<file path="src/rtl/gpu_pixel_writer.sv">
// gpu_pixel_writer: end of the pixel stream from the rasteriser and fill engines.
// On-screen pixels are converted to a linear framebuffer address and held in a
// small FIFO. Each one becomes a single SRAM write over a req/ack handshake.
// Off-screen pixels are dropped, and each drop is reported with a one-cycle pulse.
module gpu_pixel_writer #(
    parameter int WIDTH_BITS   = 10,
    parameter int HEIGHT_BITS  = 9,
    parameter int CHANNEL_BITS = 8,
    parameter int SCREEN_W     = 640,
    parameter int SCREEN_H     = 480,
    parameter int ADDR_BITS    = 19,
    parameter int FIFO_DEPTH   = 4
) (
    input  logic                      clk,
    input  logic                      n_rst,
    input  logic                      px_valid_i,
    output logic                      px_ready_o,
    input  logic [WIDTH_BITS-1:0]     x_i,
    input  logic [HEIGHT_BITS-1:0]    y_i,
    input  logic [CHANNEL_BITS-1:0]   r_i,
    input  logic [CHANNEL_BITS-1:0]   g_i,
    input  logic [CHANNEL_BITS-1:0]   b_i,
    output logic                      mem_req_o,
    output logic [ADDR_BITS-1:0]      mem_addr_o,
    output logic [3*CHANNEL_BITS-1:0] mem_data_o,
    input  logic                      mem_ack_i,
    output logic                      clipped_o,
    output logic                      busy_o
);

    localparam int PTR_W     = $clog2(FIFO_DEPTH);
    localparam int CNT_W     = PTR_W + 1;
    localparam int DATA_BITS = 3 * CHANNEL_BITS;

    // One extra bit on each limit lets a screen dimension equal 2**bits.
    localparam logic [WIDTH_BITS:0]  SCREEN_W_L = (WIDTH_BITS+1)'(SCREEN_W);
    localparam logic [HEIGHT_BITS:0] SCREEN_H_L = (HEIGHT_BITS+1)'(SCREEN_H);
    localparam logic [CNT_W-1:0]     DEPTH_L    = CNT_W'(FIFO_DEPTH);

    typedef enum logic {
        IDLE  = 1'b0,
        WRITE = 1'b1
    } state_t;

    state_t                 state;
    state_t                 state_nxt;
    logic [ADDR_BITS-1:0]   fifo_addr [FIFO_DEPTH];
    logic [DATA_BITS-1:0]   fifo_data [FIFO_DEPTH];
    logic [PTR_W-1:0]       wr_ptr;
    logic [PTR_W-1:0]       rd_ptr;
    logic [CNT_W-1:0]       count;
    logic [CNT_W-1:0]       count_nxt;
    logic                   fifo_empty;
    logic                   fifo_full;
    logic                   on_screen;
    logic                   xfer;
    logic                   push;
    logic                   pop;

    // Linear framebuffer address for a pixel, row-major.
    function automatic logic [ADDR_BITS-1:0] pixel_addr(
        input logic [WIDTH_BITS-1:0]  x,
        input logic [HEIGHT_BITS-1:0] y
    );
        return ADDR_BITS'(y) * ADDR_BITS'(SCREEN_W) + ADDR_BITS'(x);
    endfunction

    assign fifo_empty = (count == '0);
    assign fifo_full  = (count == DEPTH_L);
    // Ready depends only on the registered count. It is also forced low while reset is held.
    assign px_ready_o = n_rst & ~fifo_full;

    assign on_screen = ({1'b0, x_i} < SCREEN_W_L) && ({1'b0, y_i} < SCREEN_H_L);
    assign xfer      = px_valid_i & px_ready_o;
    assign push      = xfer & on_screen;

    // Pop decision, next FSM state and next occupancy.
    always_comb begin
        pop       = 1'b0;
        state_nxt = state;
        count_nxt = count;
        case (state)
            IDLE: begin
                pop       = ~fifo_empty;
                state_nxt = fifo_empty ? IDLE : WRITE;
            end
            WRITE: begin
                pop = mem_ack_i & ~fifo_empty;
                if (mem_ack_i && fifo_empty) begin
                    state_nxt = IDLE;
                end
            end
            default: state_nxt = IDLE;
        endcase
        case ({push, pop})
            2'b10:   count_nxt = count + CNT_W'(1);
            2'b01:   count_nxt = count - CNT_W'(1);
            default: count_nxt = count;
        endcase
    end

    // FIFO storage holds data only, so it has no reset.
    always_ff @(posedge clk) begin
        if (push) begin
            fifo_addr[wr_ptr] <= pixel_addr(x_i, y_i);
            fifo_data[wr_ptr] <= {r_i, g_i, b_i};
        end
    end

    // FIFO pointers and occupancy.
    always_ff @(posedge clk or negedge n_rst) begin
        if (!n_rst) begin
            wr_ptr <= '0;
            rd_ptr <= '0;
            count  <= '0;
        end else begin
            if (push) wr_ptr <= wr_ptr + PTR_W'(1);
            if (pop)  rd_ptr <= rd_ptr + PTR_W'(1);
            count <= count_nxt;
        end
    end

    // Clip pulse: the transfer just taken was off-screen.
    always_ff @(posedge clk or negedge n_rst) begin
        if (!n_rst) begin
            clipped_o <= 1'b0;
        end else begin
            clipped_o <= xfer & ~on_screen;
        end
    end

    // Write FSM with registered request, address, data and busy.
    always_ff @(posedge clk or negedge n_rst) begin
        if (!n_rst) begin
            state      <= IDLE;
            mem_req_o  <= 1'b0;
            mem_addr_o <= '0;
            mem_data_o <= '0;
            busy_o     <= 1'b0;
        end else begin
            state     <= state_nxt;
            mem_req_o <= (state_nxt == WRITE);
            busy_o    <= (state_nxt == WRITE) | (count_nxt != '0);
            if (pop) begin
                mem_addr_o <= fifo_addr[rd_ptr];
                mem_data_o <= fifo_data[rd_ptr];
            end
        end
    end

endmodule
</file>
<file path="config.mk">
export PLATFORM = sky130hd
export DESIGN_NAME = gpu_pixel_writer
export DESIGN_NICKNAME = d
export VERILOG_FILES = /design/src/rtl/gpu_pixel_writer.sv
export SDC_FILE = /design/constraint.sdc
export NUM_CORES = 1
export LEC_CHECK = 0
export BUFFER_PORTS_ARGS = -buffer_cell sky130_fd_sc_hd__buf_2
export CELL_PAD_IN_SITES_DETAIL_PLACEMENT = 0
export CELL_PAD_IN_SITES_GLOBAL_PLACEMENT = 2
export CORE_ASPECT_RATIO = 0.9
export CORE_MARGIN = 4
export CORE_UTILIZATION = 40
export CTS_CLUSTER_DIAMETER = 150
export CTS_CLUSTER_SIZE = 14
export DETAILED_ROUTE_END_ITERATION = 6
export MAX_ROUTING_LAYER = met4
export PLACE_DENSITY_LB_ADDON = 0.1
export SLEW_MARGIN = 20
export SYNTH_ARGS = -nofsm -noshare
export SYNTH_HDL_FRONTEND = slang
export SYNTH_SLANG_ARGS = --single-unit
export TNS_END_PERCENT = 50
</file>
<file path="constraint.sdc">
create_clock -name clk -period 2.3 [get_ports clk]
set_clock_uncertainty 0.15 [all_clocks]
set_input_delay 0.345 -clock clk [delete_from_list [all_inputs] [get_ports clk]]
set_output_delay 0.345 -clock clk [all_outputs]
set_load 0.05 [all_outputs]
</file>
== Yosys cells after proc, flatten, opt, wreduce, memory -nomap -nowiden ==
Memories as Yosys holds them, arrays and structs flattened. A register that Yosys moved wholly into a read port is not among the register bits.
Index checks and enable logic that the tools add are counted.

* Register bits after elaboration: 10
* Bits in latches: 0
* Logic and storage cells: 42
* Memories kept: 2
* Output and inout bits: 47
* Memory bits (read-only): 0
* Memory bits (writable): 172
* Bits of input ports: 47

* Order comparisons: 2
* $add $sub $neg: 5
* Multipliers: 1
* Bitwise operators: 10
* Eq/ne operators: 3
* Reduce and logical (&&, ||, !) cells: 6
* Divide/modulo/power cells: 0
* Shift-type cells: 0
* Multiplexer cells: 7

{| class="wikitable"
|+ Memories
! memory !! words !! width !! read ports !! clocked after memory_dff !! wr ports !! RTL line !! RTL
|-
| fifo_data || 4 || 24 || 1 || 1 || 1 || 48 || <nowiki>logic [DATA_BITS-1:0] fifo_data [FIFO_DEPTH];</nowiki>
|-
| fifo_addr || 4 || 19 || 1 || 1 || 1 || 47 || <nowiki>logic [ADDR_BITS-1:0] fifo_addr [FIFO_DEPTH];</nowiki>
|}

{| class="wikitable"
|+ Operator list
! operator !! number
|-
| adder 19 x 10 -> 19 bit || 1
|-
| multiplier 9 x 3 -> 12 bit (second input constant) || 1
|-
| less-than comparator 10 bit (second input constant) || 1
|-
| less-than comparator 9 bit (second input constant) || 1
|-
| case mux 3 bit (2 select lines) || 1
|-
| bitwise AND 1 bit || 5
|-
| adder 2 x 1 -> 2 bit (second input constant) || 2
|-
| 2-to-1 mux 1 bit || 4
|-
| NOT 1 bit || 4
|-
| case mux 1 bit (2 select lines) || 2
|-
| adder 3 x 1 -> 3 bit (second input constant) || 1
|-
| == test 3 bit (second input constant) || 1
|-
| zero test 3 bit || 1
|-
| nonzero test 3 bit || 1
|-
| subtractor 3 x 1 -> 3 bit (second input constant) || 1
|-
| == test 2 x 1 -> 1 bit (second input constant) || 1
|-
| == test 2 bit (second input constant) || 1
|-
| logical AND 1 bit || 2
|-
| zero test 1 bit || 2
|-
| bitwise OR 1 bit || 1
|}

== Depth between registers and ports, before layout ==
* Depth after elaboration: 9
* Mapped depth: 11
* Gate-level depth less buffers: 11

== Worst setup path before layout ==
No wires, ideal clock.

* Path type: reg2reg
* Start point: register count[0]
* End point: memory fifo_addr[0][0] (enable)
* Path slack: -1198 ps
* Clock period less this slack: 3498 ps
* Buffers on the path: 0
* Stages on the path, launching flop included: 6
* Library setup time: 405 ps
* Data arrival time: 2944 ps
* Cell sequence: dfrtp_1 inv_1 a31oi_1 nand2_1 nor2_1 and2_1

* Cells in the longest elaborated chain, start to end: 7

{| class="wikitable"
|+ RTL lines
! element !! RTL line !! RTL
|-
| start, declared || 51 || <nowiki>logic [CNT_W-1:0] count;</nowiki>
|-
| start signal, assigned || 119 || <nowiki>count <= count_nxt;</nowiki>
|-
| == test 3 bit || 69 || <nowiki>assign fifo_full = (count == DEPTH_L);</nowiki>
|-
| NOT 1 bit || 71 || <nowiki>assign px_ready_o = n_rst & ~fifo_full;</nowiki>
|-
| bitwise AND 1 bit || 71 ||
|-
| via px_ready_o || 17 || <nowiki>output logic px_ready_o,</nowiki>
|-
| bitwise AND 1 bit || 74 || <nowiki>assign xfer = px_valid_i & px_ready_o;</nowiki>
|-
| bitwise AND 1 bit || 75 || <nowiki>assign push = xfer & on_screen;</nowiki>
|-
| 2-to-1 mux 1 bit || 104 || <nowiki>if (push) begin</nowiki>
|-
| 2-to-1 mux 1 bit (not written as such) || 105 || <nowiki>fifo_addr[wr_ptr] <= pixel_addr(x_i, y_i);</nowiki>
|-
| end, declared || 47 ||
|}

The timed path passes the listed nets, and every way through them passes these cells.

== Worst setup path after layout ==
* Start point: input port y_i[3]
* End point: memory fifo_addr[1][17], data pin

* Cells in the longest elaborated chain, start to end: 2

{| class="wikitable"
|+ RTL lines
! element !! RTL line !! RTL
|-
| start, declared || 19 || <nowiki>input logic [HEIGHT_BITS-1:0] y_i,</nowiki>
|-
| multiplier 9 x 3 -> 12 bit || 65 || <nowiki>return ADDR_BITS'(y) * ADDR_BITS'(SCREEN_W) + ADDR_BITS'(x);</nowiki>
|-
| adder 19 x 10 -> 19 bit || 65 ||
|}

No other way between the ends.

==> impl_metrics.env <==
export IMPL_outcome="finished with violations"
export IMPL_violations="negative hold slack"
export IMPL_holdWs_ns=-0.0489
export IMPL_switching_share_pct=34.2
export IMPL_grt_start_max_net_pins=54
export IMPL_synth_edff_count=172
export IMPL_drc=0
export IMPL_power_frac_clock_pct=22.5
export IMPL_die_y_um=149
export IMPL_worst_pin_slew_ns=0.817
export IMPL_reg2reg_slack_ns=0.11
export IMPL_period_minus_slack_ns=2.22
export IMPL_finalNetCount=686
export IMPL_timing_final_crit_share_pct=96.6
export IMPL_crit_start="y_i[3]"
export IMPL_cp_required_ns=2.37
export IMPL_io_buffers=93
export IMPL_rsz0062_at_grt="true"
export IMPL_post_drt_wl_per_cell_um=18.0
export IMPL_die_w_um=165
export IMPL_numCtsBuffers=20
export IMPL_power_mw=13.4
export IMPL_postSynth_asyncResetShare_pct=23.6
export IMPL_drt_wl_total_mm=16.5
export IMPL_ys_types=34
export IMPL_yosysWarnings=0
export IMPL_r2r_start="count[1]$_DFF_PN0_"
export IMPL_coreArea_sq_um=21800
export IMPL_clkSlewWorstSetupHoldPaths_ns=0.06
export IMPL_htreeDepth=1
export IMPL_fin_cells=916
export IMPL_clockBufferDepth=3
export IMPL_path_class="primary input to flop"
export IMPL_dr_first_iter_drc_count=193
export IMPL_clock_latency_ns=0.48
export IMPL_grt_overflow=0
export IMPL_dieArea_sq_um=24700
export IMPL_start_util_pct=40.8
export IMPL_max_cap_viol_count=0
export IMPL_grtUsageTotal_pct=14.3
export IMPL_dr_pass1_iters=4
export IMPL_p_leak_nw=4.14
export IMPL_power_frac_comb_pct=36.3
export IMPL_hold_viol=15
export IMPL_post_dp_hpwl_mm=10.8
export IMPL_start_kind="primary input"
export IMPL_slew_headroom_pct=45.5
export IMPL_root_buffer="clkbuf_16"
export IMPL_maxSlewViolCount=0
export IMPL_finalSetupViolCount=0
export IMPL_r2r_end="busy_o$_DFF_PN0_"
export IMPL_layout_commonest_cell="edfxtp_1"
export IMPL_crit_end="fifo_addr[1][17]$_DFFE_PP_"
export IMPL_cp_depth=10
export IMPL_viasPerCell=4.87
export IMPL_power_internal_mw=8.83
export IMPL_syn_area_sq_um=8890
export IMPL_hp_class="primary input to async pin"
export IMPL_drive_above_1_share_pct=45.3
export IMPL_antenna_cells=0
export IMPL_synth_fp_nets=506
export IMPL_antenna_found_initial=0
export IMPL_cp_slowest_cell="fa_2"
export IMPL_cts_tree="built"
export IMPL_path_buf_inv=1
export IMPL_syn_inst=434
export IMPL_worstSetupEndpointType="flop"
export IMPL_vdd_drop_max_mv=0.530
export IMPL_crit_path_max_fanout=4
export IMPL_switching_power_mw=4.60
export IMPL_cp_top_family="adder cells"
export IMPL_cpMostUsedCell="ha_4"
export IMPL_place_inst=852
export IMPL_arrival_ns=2.29
export IMPL_multi_input_area_sq_um=2450
export IMPL_final_antenna_net_count=0
export IMPL_max_freq_mhz=450
export IMPL_grt_pass1_wl_mm=26.5
export IMPL_p_seq_share_pct=41.1
export IMPL_final_cell_mix="edfxtp_1, buf_2, dfrtp_1, mux4_2, mux2_2"
export IMPL_seqCellArea_sq_um=6500
export IMPL_p_per_area_nw_per_um2=1190
export IMPL_reg2reg_depth=10
export IMPL_ys_seq_area_share_pct=73.0
export IMPL_syn_area_per_cell_sq_um=20.5
export IMPL_critPathMaxStageDelay_ns=0.36
export IMPL_synth_ff_type="edfxtp_1"
export IMPL_area_growth_syn_to_layout_pct=27.2
export IMPL_cts_sinks=225
export IMPL_ys_ff_latch=225
export IMPL_fillCellCount=1749
export IMPL_cp_cell_sequence="buf_8 -> ha_4 -> ha_4 -> fa_2 -> a21oi_2 -> nor2_1 -> a211oi_2 -> xnor2_1 -> nand4_1 -> xor2_2"
export IMPL_vias=4457
export IMPL_num_rows=51
export IMPL_io_pins=94
export IMPL_routabilityCongestion=0.718
export IMPL_grt_pass1_vias=4800
-- worst min path at each step --
stage	from	to	slack [ns]	cells past startpoint
final	n_rst	mem_data_o[12]$_DFFE_PN0N_	-0.05	2
after CTS	y_i[5]	clipped_o$_DFF_PN0_	0.03	3
after global placement	mem_addr_o[13]$_DFFE_PN0N_	mem_addr_o[13]$_DFFE_PN0N_	0.33	1
after detailed placement	mem_data_o[17]$_DFFE_PN0N_	mem_data_o[17]$_DFFE_PN0N_	0.34	1
after floorplan	n_rst	busy_o$_DFF_PN0_	-0.10	0
after global routing	n_rst	mem_data_o[12]$_DFFE_PN0N_	0.02	2
-- power by group through the flow --
stage	clock network [mW]	registers [mW]	logic, mW
3_5_place_dp	0	5.63	4.91
2_1_floorplan	0	6.85	2.26
3_3_place_gp	0	5.60	4.89
6_report	3.03	5.52	4.88
4_1_cts	3.15	5.54	4.96
5_1_grt	3.32	5.60	5.23
-- cell families (layout without fill, tap and decap cells) --
family | count (synthesis) | count (layout) | synth area share [%]
DFF | 225 | 225 | 73.0
muxes | 87 | 87 | 16.5
and+or+nand+nor | 31 | 31 | 2.03
buffers and inverters | 26 | 217 | 1.24
adders and majority gates | 25 | 25 | 3.77
xor gates and xnor gates | 21 | 21 | 2.07
AOI/OAI and AO/OA | 19 | 19 | 1.38
-- routing by layer --
layer | GRT usage [%] | vias to the layer above | part of all wire, %
met3 | 2.40 | 25 | 4.2
met2 | 23.3 | 94 | 49
met5 | - | - | 0
met4 | 3.28 | 0 | 1.7
li1 | - | 2066 | -
met1 | 19.1 | 2272 | 45
-- cell type report --
cell class / count / area share (%)
inverters: 12 / 0.399
multi-input cells: 183 / 21.7
repair buffers: 172 / 12.0
clock inverters: 1 / 0.144
clock buffers: 32 / 5.02
well taps: 291 / 3.22
flip-flops and latches: 225 / 57.5
-- Yosys cell counts (all sizes together) (4+ instances only) --
library cell	instances	share of area, %
inv	12	0.51
mux2	43	5.4
clkbuf	4	0.17
ha	22	3.1
o21ai	7	0.39
dfrtp	53	15
and2	4	0.28
nor2	7	0.32
a21oi	5	0.32
buf	10	0.56
edfxtp	172	58
xor2	7	0.69
xnor2	14	1.4
nand2	7	0.30
mux4	43	11
-- state kept, by name, indices dropped and copies added (netlist names) --
| signal | flops |
|---|---|
| fifo_data | 96 |
| fifo_addr | 76 |
| mem_data_o | 24 |
| mem_addr_o | 19 |
| count | 3 |
| rd_ptr | 2 |
| wr_ptr | 2 |
| busy_o | 1 |
| clipped_o | 1 |
| state | 1 |
-- what timing repair did --
action	4_1_cts	5_1_grt
endpoints found under the setup margin	0	13
setup buffers	0	0
endpoints found under the hold margin	124	0
hold buffers	31	0
resized for setup	0	18
-- through the flow --
stage	worst slack, ns	hold slack, ns	TNS (ns)	area [sq um]	util, %
after floorplan	-0.135	-0.101	-1.54	9020	-
after global placement	-0.372	0.334	-7.61	10300	47.5
after detailed placement	-0.397	0.340	-8.87	10300	47.5
after CTS	0.0258	0.0295	0	11200	51.6
after global routing	-0.0356	0.0211	-0.172	11300	51.9
final	0.0791	-0.0489	0	11300	51.9
Power figures use the tool's default switching activity.
